`config.mk`:
```
export PLATFORM = sky130hd
export DESIGN_NAME = comp_pattern_gen
export DESIGN_NICKNAME = d
export VERILOG_FILES = /design/src/rtl/comp_pattern_gen_pkg.sv /design/src/rtl/comp_pattern_gen_lane.sv /design/src/rtl/comp_pattern_gen.sv
export SDC_FILE = /design/constraint.sdc
export NUM_CORES = 1
export LEC_CHECK = 0
export CELL_PAD_IN_SITES_DETAIL_PLACEMENT = 0
export CELL_PAD_IN_SITES_GLOBAL_PLACEMENT = 1
export CORE_ASPECT_RATIO = 0.6
export CORE_UTILIZATION = 30
export DETAILED_ROUTE_END_ITERATION = 8
export PLACE_DENSITY_LB_ADDON = 0.12
export SETUP_SLACK_MARGIN = 0.3
export SLEW_MARGIN = 30
export SYNTH_ARGS = -nofsm -noshare
export SYNTH_HDL_FRONTEND = slang
export SYNTH_SLANG_ARGS = --single-unit
```
`constraint.sdc`:
```
create_clock -name lctclk -period 6.9 [get_ports lctclk]
set_input_delay 1.035 -clock lctclk [delete_from_list [all_inputs] [get_ports lctclk]]
set_output_delay 1.035 -clock lctclk [all_outputs]
set_load 0.05 [all_outputs]
```
`src/rtl/comp_pattern_gen_pkg.sv`:
```
// Shared definitions for the comparator pattern generator.
//   mode_e  : pattern mode codes, taken from the 2-bit mode input
//   state_e : run-control FSM state codes
//   PRBS_TAPS / prbs_step / prbs_init : 7-bit LFSR x^7 + x^6 + 1 helpers
package comp_pattern_gen_pkg;

  typedef enum logic [1:0] {
    MODE_COUNT = 2'd0,
    MODE_WALK  = 2'd1,
    MODE_PRBS  = 2'd2,
    MODE_HOLD  = 2'd3
  } mode_e;

  typedef enum logic [1:0] {
    ST_IDLE = 2'd0,
    ST_RUN  = 2'd1,
    ST_DONE = 2'd2
  } state_e;

  // Taps at bit 6 and bit 5 implement x^7 + x^6 + 1.
  localparam logic [6:0] PRBS_TAPS = 7'b110_0000;
  // An all-zero LFSR locks up, so a zero seed is replaced by this value.
  localparam logic [6:0] PRBS_ZERO_SUB = 7'h7F;

  function automatic logic [6:0] prbs_step(input logic [6:0] s);
    return {s[5:0], ^(s & PRBS_TAPS)};
  endfunction

  function automatic logic [6:0] prbs_init(input logic [6:0] seed, input logic [6:0] ch);
    logic [6:0] v;
    v = seed ^ ch;
    return (v == 7'd0) ? PRBS_ZERO_SUB : v;
  endfunction

endpackage

```
`src/rtl/comp_pattern_gen_lane.sv`:
```
// One channel of the pattern generator: a constant tag in the upper bits
// and a CW-bit pattern field (plus its private LFSR) in the low bits.
// Ports:
//   lctclk, lctrst : clock, asynchronous active-high reset
//   load           : load the initial value for 'mode' (accepted start)
//   advance        : step the pattern field once according to 'mode'
//   mode           : pattern mode used for load/advance
//   seed           : PRBS seed; the lane mixes in its own channel index
//   word           : {tag, field}
module comp_pattern_gen_lane
  import comp_pattern_gen_pkg::*;
#(
  parameter int W  = 8,
  parameter int CW = 4,
  parameter int CH = 0
) (
  input  logic         lctclk,
  input  logic         lctrst,
  input  logic         load,
  input  logic         advance,
  input  mode_e        mode,
  input  logic [6:0]   seed,
  output logic [W-1:0] word
);

  // Tag is channel index + 1, truncated to the bits above the field.
  localparam logic [W-CW-1:0] TAG = (W-CW)'(CH + 1);

  logic [CW-1:0] field;
  logic [6:0]    lfsr;
  logic [6:0]    lfsr_init;
  logic [6:0]    lfsr_next;

  assign lfsr_init = prbs_init(seed, 7'(CH));
  assign lfsr_next = prbs_step(lfsr);

  always_ff @(posedge lctclk or posedge lctrst) begin
    if (lctrst) begin
      field <= '0;
      lfsr  <= PRBS_ZERO_SUB;
    end else if (load) begin
      case (mode)
        MODE_WALK: field <= CW'(1);
        MODE_PRBS: begin
          lfsr  <= lfsr_init;
          field <= lfsr_init[CW-1:0];
        end
        default:   field <= '0;
      endcase
    end else if (advance) begin
      case (mode)
        MODE_COUNT: field <= field + CW'(1);
        // Rotate left by one; written with shifts so CW = 1 stays legal.
        MODE_WALK:  field <= (field << 1) | (field >> (CW - 1));
        MODE_PRBS: begin
          lfsr  <= lfsr_next;
          field <= lfsr_next[CW-1:0];
        end
        default:    field <= field;
      endcase
    end
  end

  assign word = {TAG, field};

endmodule

```
`src/rtl/comp_pattern_gen.sv`:
```
// Comparator-style test pattern generator for NCH channel groups.
// Channel c word {c+1, pattern field} appears on data_out[c*W +: W].
// Ports:
//   lctclk, lctrst : LCT clock, asynchronous active-high reset
//   mode           : pattern mode, latched on an accepted start
//   start, stop    : burst request / abort request
//   burst_len      : advances per burst (0 = continuous), latched on start
//   seed           : PRBS seed, applied on an accepted start
//   data_out       : all channel words
//   busy           : high while running
//   done           : one-cycle pulse when a finite burst completes
//   word_cnt       : advances performed in the current/last burst
// Handshake: start is a level sampled each edge; it is accepted only in IDLE
// with stop low. stop aborts a run on the next edge; that edge still advances.
module comp_pattern_gen
  import comp_pattern_gen_pkg::*;
#(
  parameter int NCH = 6,
  parameter int W   = 8,
  parameter int CW  = 4,
  parameter int BLW = 16
) (
  input  logic             lctclk,
  input  logic             lctrst,
  input  logic [1:0]       mode,
  input  logic             start,
  input  logic             stop,
  input  logic [BLW-1:0]   burst_len,
  input  logic [6:0]       seed,
  output logic [NCH*W-1:0] data_out,
  output logic             busy,
  output logic             done,
  output logic [BLW-1:0]   word_cnt
);

  state_e         state_q, state_d;
  mode_e          mode_q;
  mode_e          lane_mode;
  logic [BLW-1:0] burst_len_q;
  logic [BLW-1:0] word_cnt_q, word_cnt_d;
  logic           load;
  logic           advance;

  always_ff @(posedge lctclk or posedge lctrst) begin
    if (lctrst) begin
      state_q     <= ST_IDLE;
      word_cnt_q  <= '0;
      mode_q      <= MODE_COUNT;
      burst_len_q <= '0;
    end else begin
      state_q    <= state_d;
      word_cnt_q <= word_cnt_d;
      if (load) begin
        mode_q      <= mode_e'(mode);
        burst_len_q <= burst_len;
      end
    end
  end

  always_comb begin
    state_d    = state_q;
    word_cnt_d = word_cnt_q;
    load       = 1'b0;
    advance    = 1'b0;
    case (state_q)
      ST_IDLE: begin
        if (start && !stop) begin
          state_d    = ST_RUN;
          load       = 1'b1;
          word_cnt_d = '0;
        end
      end
      ST_RUN: begin
        advance    = 1'b1;
        word_cnt_d = word_cnt_q + BLW'(1);
        // stop takes priority even on the final advance: no done pulse.
        if (stop)
          state_d = ST_IDLE;
        else if ((burst_len_q != '0) && (word_cnt_q == burst_len_q - BLW'(1)))
          state_d = ST_DONE;
      end
      ST_DONE: state_d = ST_IDLE;
      default: state_d = ST_IDLE;
    endcase
  end

  // The lanes need the incoming mode on the load edge, the latched one after.
  assign lane_mode = load ? mode_e'(mode) : mode_q;

  for (genvar c = 0; c < NCH; c++) begin : g_lane
    comp_pattern_gen_lane #(
      .W  (W),
      .CW (CW),
      .CH (c)
    ) u_lane (
      .lctclk  (lctclk),
      .lctrst  (lctrst),
      .load    (load),
      .advance (advance),
      .mode    (lane_mode),
      .seed    (seed),
      .word    (data_out[c*W +: W])
    );
  end

  assign busy     = (state_q == ST_RUN);
  assign done     = (state_q == ST_DONE);
  assign word_cnt = word_cnt_q;

endmodule

```
==> qor.yml, run 1 <==
synth_area_per_cell_sq_um: 8.38
dieArea_sq_um: 21200
ys.flop_type: "dfrtp_1"
cp-end-kind: "flop"
cts-root-buf: "clkbuf_16"
syn_to_final_growth_pct: 17.9
antenna_found_initial: 0
critPathMaxFanout: 18
seq_area_frac_synth: 0.421
place_ws_ns: 2.05
pin_count: 95
fin_tns_setup_ns: 0
hold_buffers: 0
routed_via_density: 5.25
hp-class: "reg2reg"
hold_viol_final: 0
layout-drive-gt1-share: 0.103
critical_path_arrival_ns: 4.55
clock_latency_ns: 0.36
cts-htree-levels: 3
peakVddDrop_mv: 0.177
numCtsBuffers: 9
wl_microns: 19800
start_util: 0.308
drc: 0
dr.pass1.iters: 5
dpl-instance-area_sq_um: 7010
grt_usage: 0.192
syn_inst: 739
clk_path_buf_depth: 2
drt_iter0_drc: 392
core_area_sq_um: 20100
fin_skew_ns: 0.0121
hold_depth: 2
detail_route.wl_per_cell_microns: 18.8
cp-start-kind: "primary input"
total_power_w: 0.00292
yosysWarnings: 0
setup-violations-final: 0
max_freq_mhz: 234
rsz0062_at_grt: "no"
synth_top_area_frac: 0.243
yosysTopAreaCell: "dfrtp_1"
synthTopCellsByCount: "nand2_1 (124), o21ai_0 (91), dfrtp_1 (60)"
ys_seq_elements: 102
cts.clk_slew.worst_paths_ns: 0.06
crit_required_ns: 7.17
n_antenna_cell: 0
gp_congestion: 0.832
synth-edff-count: 0
ys_types: 62
period_needed_ns: 4.27
port_buffers: 70
syn_area_sq_um: 6190
tightest_slew_ns: 0.871
cts_tree: "built"
worst_slack_ns: 2.63
cts_sinks: 102
rows: 40
yosysMostFrequentCell: "nand2_1"
grt_pass1_wl_microns: 31000
grt_overflow_total: 0
cap_violations: 0
postRouteAntennaNets: 0
power_leakage_nw: 2.88
grt_max_degree: 72
whs_ns: 0.479
async_flop_share: 1.00
fin_crit_sh: 0.619
critical_path_class: "in2reg"
nFillCells: 2080
cts_setup_buffers: 0
synthTopCellsByArea: "dfrtp_1 (24%), dfstp_2 (18%), nand2_1 (7.5%)"
power.density_nw_per_um2: 400
status: "finished clean"
reg2regPathDepth: 9
final_area_sq_um: 7300
die_h_microns: 113
grt_pass1_vias: 5190
slew_viol_final: 0
maxSlewHeadroom: 0.417
final_nets: 815
ctsResizeCount: 0
vias: 5529
dpl.hpwl_microns: 13600
die_w_microns: 187
## placed cells by master, fill, tap and decap left out, types with 9 or more instances in the layout
master             n
nand3_1           23
o21ai_0           91
mux2i_1           12
dfstp_2           42
clkdlybuf4s50_1   70
a221oi_1          13
dfrtp_1           60
a22oi_1            9
clkbuf_16          9
a21oi_1           54
a211oi_1           9
nand2_1          124
o22ai_1           13
inv_1              9
xnor2_1           21
nand2b_1           9
ha_1              10
xor2_1            18
conb_1            24
nor2_1            55
## kinds of logic after synthesis
kind of cell             after synthesis  synth area share
AND/OR/NAND/NOR                      262             0.195
XOR/XNOR                              39            0.0552
multiplexers                          12            0.0194
buffers and inverters                 85            0.0695
flip-flops                           102             0.421
AO/OA/AOI/OAI                        227             0.219
other                                  2           0.00121
adder cells (fa/ha/maj)               10            0.0202
## cell type report
type                    instances  area [sq um]  area share
clock inverters                 1          5.00    0.000686
flip-flops and latches        102          2610       0.357
inverters                      11          43.8     0.00600
repair buffers                 78           761       0.104
multi-input cells             574          3270       0.448
well taps                     273           342      0.0468
clock buffers                  14           274      0.0375
## metal layers
layer,global-route usage,vias up,part of all wire
met5,0,-,0
met4,0.0455,0,0.011
met3,0.0403,12,0.056
met2,0.257,184,0.39
met1,0.305,2698,0.54
li1,-,2635,-
## path summary, 6_finish.rpt
kind / start / end / slack (ns)
max in group asynchronous: lctrst / g_lane[3].u_lane.field[2]$_DFFE_PP0P_ / 4.53
hold reg to reg: g_lane[5].u_lane.lfsr[3]$_DFFE_PP1P_ / g_lane[5].u_lane.lfsr[3]$_DFFE_PP1P_ / 0.48
setup reg to reg: state_q[0]$_DFFE_PP0P_ / g_lane[3].u_lane.field[1]$_DFFE_PP0P_ / 3.30
hold / removal: g_lane[5].u_lane.lfsr[3]$_DFFE_PP1P_ / g_lane[5].u_lane.lfsr[3]$_DFFE_PP1P_ / 0.48
min in group asynchronous: lctrst / word_cnt[9]$_DFFE_PP0P_ / 1.13
setup / recovery: stop / g_lane[3].u_lane.field[1]$_DFFE_PP0P_ / 2.63
## sequential cells by signal (all words and copies together), names as in the netlist
signal / cells
mode_q: 2
word_cnt: 16
g_lane.u_lane.field: 24
burst_len_q: 16
g_lane.u_lane.lfsr: 42
state_q: 2
## per-stage QoR
stage | utilization | instances
3_3_place_gp | 0.348 | 1038
4_1_cts | 0.362 | 1053
2_1_floorplan | - | 761
3_5_place_dp | 0.348 | 1038
5_1_grt | 0.363 | 1053
6_report | 0.363 | 1053
## worst max-delay path, stage by stage
cell             delay [ns]
clkdlybuf4s50_1        0.42
inv_1                  0.09
nand2_1                0.08
nor3_2                 0.23
mux2i_1                0.29
ha_1                   0.76
inv_1                  0.18
nor2_1                 0.44
nand2_1                0.48
a21oi_1                0.31
a21oi_1                0.06
o21ai_0                0.16
## power by group
part / switching [W] / internal [W] / leakage [nW]
clock: 0.000234 / 0.000273 / 0.139
sequential: 0.000262 / 0.000890 / 1.21
combinational: 0.000785 / 0.000474 / 1.54
Power figures use the tool's default switching activity.
==> inputs of run 2 (changes only) <==
- clock period: 6.9 -> 4.4 ns (I/O delays scaled with it)
==> qor.yml, run 2 (synthesis gave the netlist of run 1 again) <==
wl_microns: 19700
power_frac_comb: 0.436
crit_required_ns: 4.68
peakVddDrop_mv: 0.481
fin_tns_setup_ns: 0
p_clk_frac: 0.166
cp.buffers_inverters: 5
p_int_w: 0.00253
cts_sinks: 102
cts-htree-levels: 3
whs_ns: 0.479
die_h_microns: 113
cts_tree: "built"
routed_via_density: 5.19
p_sw_frac: 0.444
detail_route.wl_per_cell_microns: 18.5
gp_congestion: 0.857
nFillCells: 2124
crit_cells: 13
cap_violations: 0
rsz0062_at_grt: "no"
status: "finished clean"
power_leakage_nw: 2.93
pin_count: 95
clk_path_buf_depth: 2
grt_pass1_wl_microns: 31600
critical_path_class: "in2reg"
layout_common_cells: "nand2_1 (124), o21ai_0 (91), clkdlybuf4s50_1 (70)"
grt_overflow_total: 0
hp-class: "reg2reg"
port_buffers: 70
critPathMaxFanout: 20
slew_viol_final: 0
netSwitchingPower_w: 0.00202
hold_viol_final: 0
top_regs: "g_lane.u_lane.lfsr: 42 flops, g_lane.u_lane.field: 24 flops"
power.density_nw_per_um2: 618
cp-start-kind: "primary input"
cts-root-buf: "clkbuf_16"
dieArea_sq_um: 21200
vias: 5518
syn_to_final_growth_pct: 19.0
largest_reg_flops: 42
max_freq_mhz: 287
maxSlewHeadroom: 0.482
largest_register: "g_lane.u_lane.lfsr"
total_power_w: 0.00455
hold_buffers: 0
seqCellArea_sq_um: 2610
path_delay_family: "buffers and inverters"
start_util: 0.308
dpl.hpwl_microns: 14100
cp-end-kind: "flop"
pwr-share-seq: 0.398
multi_input_area_sq_um: 3260
die_w_microns: 187
setup-violations-final: 0
grt_max_degree: 59
grt_pass1_vias: 5273
fin_skew_ns: 0.0129
critical_path_arrival_ns: 3.76
place_ws_ns: 0.527
reg2regPathDepth: 10
core_area_sq_um: 20100
dr.pass1.iters: 4
antenna_found_initial: 0
grt_usage: 0.195
period_needed_ns: 3.49
fin_crit_sh: 0.792
n_antenna_cell: 0
clock_latency_ns: 0.36
final_nets: 825
crit_chain: "clkdlybuf4s50_1 > inv_1 > nand2_1 > nor3_2 > mux2i_1 > inv_1 > ha_1 > buf_4 > nor2b_1 > a211o_1 > buf_4 > a21oi_1 > a21oi_1"
ctsResizeCount: 0
numCtsBuffers: 9
postRouteAntennaNets: 0
cts.clk_slew.worst_paths_ns: 0.07
crit_path_top_delay_cell: "a211o_1"
hold_depth: 2
tightest_slew_ns: 0.777
drc: 0
drt_iter0_drc: 444
worst_slack_ns: 0.915
layout-drive-gt1-share: 0.113
cp_slowest_stage_delay_ns: 0.62
rows: 40
cts_setup_buffers: 0
final_common_cell: "nand2_1"
## run 2: cell types whose count changed in the layout (fill, tap and decap cells not counted), sizes merged
cell	previous run	this run
clkinv	1	4
clkbuf	14	12
buf	8	18
## run 2: tightest hold or removal path, cell delays in order, from the launching register on
cell,delay [ns]
dfstp_2,0.37
nand2_1,0.04
o21ai_0,0.06
## run 2: path summary, 6_finish.rpt
check	startpoint	end	slack, ns
max in group asynchronous	lctrst	g_lane[2].u_lane.lfsr[6]$_DFFE_PP1P_	2.69
hold reg to reg	g_lane[3].u_lane.lfsr[3]$_DFFE_PP1P_	g_lane[3].u_lane.lfsr[3]$_DFFE_PP1P_	0.48
hold / removal	g_lane[3].u_lane.lfsr[3]$_DFFE_PP1P_	g_lane[3].u_lane.lfsr[3]$_DFFE_PP1P_	0.48
setup reg to reg	state_q[0]$_DFFE_PP0P_	g_lane[4].u_lane.field[2]$_DFFE_PP0P_	1.24
min in group asynchronous	lctrst	g_lane[5].u_lane.field[3]$_DFFE_PP0P_	0.81
setup / recovery	stop	g_lane[4].u_lane.field[2]$_DFFE_PP0P_	0.92
## run 2: power groups by stage
| stage | logic, W | registers, W | clock network, W |
|---|---|---|---|
| floorplan | 0.00108 | 0.00206 | 0 |
| global placement | 0.00197 | 0.00181 | 0 |
| detailed placement | 0.00198 | 0.00182 | 0 |
| CTS | 0.00199 | 0.00180 | 0.000781 |
| global route | 0.00219 | 0.00187 | 0.000813 |
| finish | 0.00199 | 0.00181 | 0.000754 |
## run 2: metal layers
| metal | up-vias | GRT usage | share of wire |
|---|---|---|---|
| met3 | 9 | 0.0375 | 0.051 |
| met1 | 2693 | 0.308 | 0.55 |
| met4 | 0 | 0.0396 | 0.0061 |
| li1 | 2655 | - | - |
| met2 | 161 | 0.269 | 0.39 |
| met5 | - | 0 | 0 |
## run 2: stage by stage
stage	instances	instance area (sq um)	util
2_1_floorplan	761	6270	-
3_3_place_gp	1047	7080	0.352
3_5_place_dp	1048	7110	0.353
4_1_cts	1064	7370	0.366
5_1_grt	1064	7370	0.366
6_report	1064	7370	0.366
## run 2: final cells by class
type                       instances  share of cell area
multi-input combinational        574               0.443
sequential                       102               0.354
timing repair buffer              88               0.116
tap                              273              0.0464
clock buffer                      12              0.0321
inverter                          11             0.00595
clock inverter                     4             0.00323
